==> config.mk <==
export PLATFORM = sky130hd
export DESIGN_NAME = core_memory_arbiter
export DESIGN_NICKNAME = d
export VERILOG_FILES = /design/src/rtl/core_memory_arbiter.sv
export SDC_FILE = /design/constraint.sdc
export NUM_CORES = 1
export LEC_CHECK = 0
export CAP_MARGIN = 0
export CORE_AREA = 2 2 107 109
export DETAILED_ROUTE_END_ITERATION = 10
export DIE_AREA = 0 0 109 111
export SLEW_MARGIN = 20
export SYNTH_ARGS = -nofsm -noshare
export SYNTH_HDL_FRONTEND = slang
export SYNTH_SLANG_ARGS = --single-unit
==> constraint.sdc <==
create_clock -name clk -period 2.4 [get_ports clk]
set_input_delay 0.48 -clock clk [delete_from_list [all_inputs] [get_ports clk]]
set_output_delay 0.48 -clock clk [all_outputs]
set_load 0.005 [all_outputs]
==> src/rtl/core_memory_arbiter.sv <==
// core_memory_arbiter
// Shares the core's single memory bus between the instruction-fetch port and
// the load/store data port. A registered round-robin grant is held for one
// complete transaction, and a per-transaction watchdog turns a hung
// downstream access into a faulted completion.
module core_memory_arbiter #(
    parameter int TIMEOUT_CYCLES = 256,
    parameter int TIMEOUT_WIDTH  = 9
) (
    input  logic        clk,
    input  logic        rst_n,
    input  logic [31:0] instrAddress,
    input  logic        instrReadEnable,
    output logic [31:0] instrDataRead,
    output logic        instrBusy,
    output logic        instrFault,
    input  logic [31:0] dataAddress,
    input  logic [3:0]  dataByteSelect,
    input  logic        dataWriteEnable,
    input  logic        dataReadEnable,
    input  logic [31:0] dataDataWrite,
    output logic [31:0] dataDataRead,
    output logic        dataBusy,
    output logic        dataFault,
    output logic [31:0] memAddress,
    output logic [3:0]  memByteSelect,
    output logic        memWriteEnable,
    output logic        memReadEnable,
    output logic [31:0] memDataWrite,
    input  logic [31:0] memDataRead,
    input  logic        memBusy
);

    localparam logic [1:0] IDLE        = 2'd0;
    localparam logic [1:0] GRANT_INSTR = 2'd1;
    localparam logic [1:0] GRANT_DATA  = 2'd2;

    localparam logic LAST_INSTR = 1'b0;
    localparam logic LAST_DATA  = 1'b1;

    localparam logic                     TIMEOUT_EN   = (TIMEOUT_CYCLES != 0);
    localparam logic [TIMEOUT_WIDTH-1:0] TIMEOUT_LAST = TIMEOUT_WIDTH'(TIMEOUT_CYCLES - 1);
    localparam logic [TIMEOUT_WIDTH-1:0] COUNT_ZERO   = {TIMEOUT_WIDTH{1'b0}};
    localparam logic [TIMEOUT_WIDTH-1:0] COUNT_ONE    = {{(TIMEOUT_WIDTH-1){1'b0}}, 1'b1};
    localparam logic [TIMEOUT_WIDTH-1:0] COUNT_MAX    = {TIMEOUT_WIDTH{1'b1}};

    logic [1:0]               state_r;
    logic [1:0]               state_next_s;
    logic                     last_grant_r;
    logic [TIMEOUT_WIDTH-1:0] count_r;

    logic instr_req_s;
    logic data_req_s;
    logic grant_req_s;
    logic timeout_s;
    logic complete_s;

    assign instr_req_s = instrReadEnable;
    assign data_req_s  = dataReadEnable | dataWriteEnable;

    // Request level of whichever port currently owns the bus.
    always_comb begin
        grant_req_s = 1'b0;
        case (state_r)
            GRANT_INSTR: grant_req_s = instr_req_s;
            GRANT_DATA:  grant_req_s = data_req_s;
            default:     grant_req_s = 1'b0;
        endcase
    end

    // Watchdog fires in the last allowed cycle only while memory still stalls.
    assign timeout_s  = TIMEOUT_EN & memBusy & (count_r == TIMEOUT_LAST);
    assign complete_s = grant_req_s & (~memBusy | timeout_s);

    // Round-robin arbitration in IDLE; a grant ends on completion or abort.
    always_comb begin
        state_next_s = state_r;
        case (state_r)
            IDLE: begin
                if (instr_req_s && data_req_s) begin
                    if (last_grant_r == LAST_INSTR) begin
                        state_next_s = GRANT_DATA;
                    end else begin
                        state_next_s = GRANT_INSTR;
                    end
                end else if (instr_req_s) begin
                    state_next_s = GRANT_INSTR;
                end else if (data_req_s) begin
                    state_next_s = GRANT_DATA;
                end else begin
                    state_next_s = IDLE;
                end
            end
            GRANT_INSTR, GRANT_DATA: begin
                if (!grant_req_s || complete_s) begin
                    state_next_s = IDLE;
                end else begin
                    state_next_s = state_r;
                end
            end
            default: state_next_s = IDLE;
        endcase
    end

    // State, last-granted port and saturating stall counter.
    always_ff @(posedge clk) begin
        if (!rst_n) begin
            state_r      <= IDLE;
            last_grant_r <= LAST_INSTR;
            count_r      <= COUNT_ZERO;
        end else begin
            state_r <= state_next_s;
            if ((state_r == IDLE) && (state_next_s != IDLE)) begin
                count_r      <= COUNT_ZERO;
                last_grant_r <= (state_next_s == GRANT_DATA) ? LAST_DATA : LAST_INSTR;
            end else if ((state_r != IDLE) && memBusy && (count_r != COUNT_MAX)) begin
                count_r      <= count_r + COUNT_ONE;
                last_grant_r <= last_grant_r;
            end else begin
                count_r      <= count_r;
                last_grant_r <= last_grant_r;
            end
        end
    end

    // Bus forwarding and port responses; the idle port only reflects its request.
    always_comb begin
        memAddress     = 32'h0;
        memByteSelect  = 4'h0;
        memWriteEnable = 1'b0;
        memReadEnable  = 1'b0;
        memDataWrite   = 32'h0;
        instrDataRead  = 32'h0;
        instrFault     = 1'b0;
        instrBusy      = instr_req_s;
        dataDataRead   = 32'h0;
        dataFault      = 1'b0;
        dataBusy       = data_req_s;
        case (state_r)
            GRANT_INSTR: begin
                memAddress    = instrAddress;
                memByteSelect = 4'b1111;
                memReadEnable = instrReadEnable;
                if (complete_s) begin
                    instrBusy = 1'b0;
                    if (timeout_s) begin
                        instrFault    = 1'b1;
                        instrDataRead = 32'h0;
                    end else begin
                        instrFault    = 1'b0;
                        instrDataRead = memDataRead;
                    end
                end else begin
                    instrBusy = instr_req_s;
                end
            end
            GRANT_DATA: begin
                memAddress     = dataAddress;
                memByteSelect  = dataByteSelect;
                memWriteEnable = dataWriteEnable;
                memReadEnable  = dataReadEnable;
                memDataWrite   = dataDataWrite;
                if (complete_s) begin
                    dataBusy = 1'b0;
                    if (timeout_s) begin
                        dataFault    = 1'b1;
                        dataDataRead = 32'h0;
                    end else begin
                        dataFault    = 1'b0;
                        dataDataRead = memDataRead;
                    end
                end else begin
                    dataBusy = data_req_s;
                end
            end
            default: begin
                memAddress = 32'h0;
            end
        endcase
    end

endmodule

### After elaboration in Yosys (flattened, before gate mapping)

Index checks and enable logic that the tools add are counted.
Widths: inputs -> output; s select.

* register bits after elaboration: 12
* bits of input ports: 138

* reduce and logical (&&, ||, !) cells: 11
* add/subtract/negate cells: 1
* bitwise gates (word level): 6
* mux-type cells: 25
* equal/unequal tests: 5

Operators by type and width (number)
* $mux 32: 5
* $pmux 32 s2: 1
* $mux 1: 10
* $mux 2: 5
* $add 9x1->9 const B: 1
* $eq 9x8->1 const B: 1
* $ne 9x9->1 const B: 1
* $pmux 4 s2: 1
* $eq 2x2->1 const B: 2
* $logic_and 1x1->1: 4
* $pmux 1 s2: 2
* $pmux 2 s2: 1
* $reduce_bool 2->1: 2
* $reduce_or 2->1: 2
* $and 1x1->1: 2
* $eq 2x1->1 const B: 1
* $logic_not 2->1: 1
* $not 1->1: 2
* $or 1x1->1: 2
* $logic_not 1->1: 1
* $logic_or 1x1->1: 1

### Depth between registers and ports, before layout

* depth in word-level cells: 10
* mapped depth: 8
* gate-level depth less buffers: 8

### Worst setup path before layout

OpenSTA, ideal clock, no wires.

* kind: register to output
* start point: register state_r[0]
* end point: output port dataDataRead[10]
* slack: 0.431 ns
* data required time: 1.920 ns
* stages on the path, launching flop included: 7
* arrival time: 1.489 ns
* path through: dfxtp_1 > inv_1 > ha_1 > nand2_1 > a211oi_2 > clkbuf_1 > and2_1

* longest elaborated chain between the ends: 5
* elaborated cells on any way between the ends: 6
* classes of those cells: eq/ne: 2; mux: 3; bitwise: 1

Ends and longest elaborated chain
* from (decl): line 47 `logic [1:0] state_r;`
* from (signal assigned): line 112 `state_r <= state_next_s;`
* $eq 2x2->1 / $eq 2x1->1 (equally long branches): line 64, 139
* $pmux 1 s2: line 64 `case (state_r)`
* $and 1x1->1: line 73 `assign complete_s = grant_req_s & (~memBusy | timeout_s);`
* $mux 32: line 163 `if (complete_s) begin`
* $mux 32 *: line 139 `case (state_r)`
* to (decl): line 22 `output logic [31:0] dataDataRead,`

Mark *: on every way between the ends. The rest lies on a longest branch, timed or not.

### Final worst setup path

* start point: register state_r[0]
* end point: output port memAddress[3]

* longest elaborated chain between the ends: 2
* elaborated cells on any way between the ends: 3
* classes of those cells: eq/ne: 2; mux: 1

Ends and longest elaborated chain
* $eq 2x2->1 / $eq 2x1->1 (equally long branches): line 139
* $pmux 32 s2 *: line 139
* to (decl): line 25 `output logic [31:0] memAddress,`

Marks and branches as above.

==> results.cfg <==
[pwr]
seqPwrFrac_pct = 15.1
clockPowerShare_pct = 24.0
swShare_pct = 28.19
p_total_uw = 1417
p_comb_share_pct = 60.9
p_per_area_nw_per_um2 = 264.0
p_int_uw = 1017
power.net_switching_uw = 399.4
irDropWorstVdd_mv = 0.3081
power_leakage_uw = 0.002593

[synth]
avgSynthCellArea_um2 = 6.886
synth.area.mux_share_pct = 0.5267
synthAdderAreaFrac_pct = 4.608
synth_edf_count = 0
synth_commonest_cells = 97 x and2_1, 37 x nor2b_1, 32 x a22oi_1
ys.flop_type = dfxtp_1
synthSimpleGateAreaFrac_pct = 53.72
synth_compound_area_share_pct = 19.82
synth.most_common_cell = and2_1
synth_xor_area_share_pct = 3.226
netlist.area_leader.share_pct = 31.93
synthCells = 276
synthArstFlopShare_pct = 0
synth_area_leader_cell = and2_1
synth_fp_nets = 421
ys_ff_latch = 12
synthTopCellsByArea = and2_1 32%, dfxtp_1 13%, a22oi_1 13%, nor2b_1 12%, ha_1 4.6%
seq_area_frac_synth_pct = 12.64
synth_cell_type_count = 30
synth_top_family_by_area = simple AND/OR/NAND/NOR gates
netlist_area_um2 = 1901
ys_warn_count = 0

[floorplanning]
initial_core_util_pct = 17.16
pin_count = 276
die_w_um = 109
core_area_um2 = 11080
die_h_um = 111
row_count = 39
dieArea_um2 = 12100

[route]
routed_wl_um = 11150
wire_per_inst_um = 15.35
drt-pass1-iter-count = 4
antenna_left = 0
drt_iter0_drc = 118
dr_total_vias = 3072
avgViaCountPerCell = 4.231
drc = 0

[sta]
skew_ps = 3.259
rsz0062_at_grt = true
worst_slew_pin_slew_ps = 448.7
hold_viol_final = 0
drv_slew = 0
timing.fmax_mhz = 423.7
slew_headroom_pct = 70.05
min_period_ps = 2360
setup_violations = 0
post-route-period-util_pct = 98.33

[global_route]
grt_first_pass_wirelength_um = 15960
grt_start_max_net_pins = 33
antenna_found_initial = 3
met3_usage_pct = 5.350
grt_pass1_vias = 3130
grt_use_met2_pct = 30.89
use_met1_pct = 17.86
overflow = 0
grt.total_usage_pct = 16.52
top_usage_layer = met2

[critical_path]
crit_top_cell = buf_12
worstPathCellList = inv_2 -> buf_6 -> ha_4 -> buf_12 -> buf_12 -> a22oi_2 -> nor2b_1 -> clkdlybuf4s50_1
end_kind = output pin
critical_path_buf_inv_count = 5
worstSetupPathType = register to output pin
crit_slowest_cell = clkdlybuf4s50_1
worstPathRequired_ps = 1920
arrival_ps = 1880
slowest_delay_ps = 510
start_kind = register
cp_max_fo = 11
cpLargestDelayFamily = buffers and inverters

[clocking]
cts_max_level = 1
hold_buffers = 0
cts.root.buffer_cell = clkbuf_16
insertion_delay_ps = 240
cts_tree = built
clk_pin_slew_worst_paths_ps = 40
numCtsBuffers = 3
cts_sinks = 12
cts_buffer_depth = 2

[cells_and_area]
layoutNonFillerInstCount = 726
fillers = 1125
fin_area_um2 = 5368
layout-drive-gt1-share_pct = 21.03
final_nets = 726
syn_to_final_growth_pct = 182.4

[flow_run]
cap_violations = 0

[place]
placed_area_um2 = 5062
gp_congestion = 0.7640
hpwl_um = 8842
dp_cells = 707
portBuffers = 275

[run_status]
outcome = complete, no violations

[min_path]
hold_path_class = register to register
## metrics by stage
stage	utilization [%]	TNS, ps	hold WS [ps]	worst slack [ps]
after floorplan	-	0	471.6	430.6
after global placement	45.70	-21160	485.1	-359.6
after detailed placement	45.70	-21410	503.0	-358.0
after CTS	47.68	-1572	514.6	-125.7
after global routing	48.44	-276.1	549.4	-53.21
final	48.46	0	512.3	39.97
## final timing paths
kind | startpoint | endpoint | slack, ps | cells after the start
setup / recovery | state_r[0]$_SDFF_PN0_ | memAddress[3] | 40 | 8
hold / removal | count_r[7]$_SDFFE_PP0P_ | count_r[7]$_SDFFE_PP0P_ | 510 | 2
setup reg to reg | count_r[0]$_SDFFE_PP0P_ | count_r[7]$_SDFFE_PP0P_ | 270 | 9
hold reg to reg | count_r[7]$_SDFFE_PP0P_ | count_r[7]$_SDFFE_PP0P_ | 510 | 2
## power by group through the flow
stage                     registers, uW  logic [uW]  clock network (uW)
after global routing                214         926                 357
after detailed placement            216         792                   0
after global placement              216         787                   0
after floorplan                     217         263                   0
final                               214         863                 340
after CTS                           214         828                 347
## layout make-up
class	instances	area, um2	share of cell area (%)
antenna	3	7.507	0.1399
clock buffer	4	88.84	1.655
inverter	5	18.77	0.3497
multi-input combinational	237	1735	32.33
sequential	12	242.7	4.522
tap	143	178.9	3.333
timing repair buffer	322	3095	57.67
## logic make-up after synthesis
group	count (synthesis)
AO/OA/AOI/OAI	51
XOR/XNOR	7
adder cells (fa/ha/maj)	7
buffers and inverters	27
flip-flops	12
multiplexers	1
AND/OR/NAND/NOR	171
## worst reg2reg max path, delay by kind of cell, from the launching register on
kind	cells	cell delay, ps
xor gates and xnor gates	1	160
adders and majority gates	2	400
buffers and inverters	1	120
DFF	1	300
and+or+nand+nor	5	1030
## cell usage in the layout, fill, tap and decap left out, drive strengths merged, types with 6 or more instances in the layout
| master | netlist | layout |
|---|---|---|
| clkbuf | 17 | 8 |
| dfxtp | 12 | 12 |
| xor2 | 6 | 6 |
| a22oi | 32 | 32 |
| a21oi | 7 | 7 |
| and2 | 97 | 97 |
| buf | 5 | 71 |
| dlygate4sd2 | 0 | 60 |
| nand2 | 10 | 10 |
| nor2b | 37 | 37 |
| ha | 7 | 7 |
| nor2 | 16 | 16 |
| dlymetal6s2s | 0 | 13 |
| clkdlybuf4s50 | 0 | 169 |
## sequential cells by signal, indices dropped and copies added (netlist names)
register / cells
last_grant_r: 1
state_r: 2
count_r: 9
## layer usage
metal	vias up	wire length (um)
li1	1535	-
met1	1354	4149
met2	171	5587
met3	10	1249
met4	2	146
met5	-	13
## timing repair
action / in CTS / in global routing
pin swaps: 6 / 4
setup endpoints to repair: 122 / 67
hold endpoints to repair: 0 / 0
resized for setup: 208 / 50
cloned: 2 / 2
buffers inserted: 10 / 4
Power figures use the tool's default switching activity.
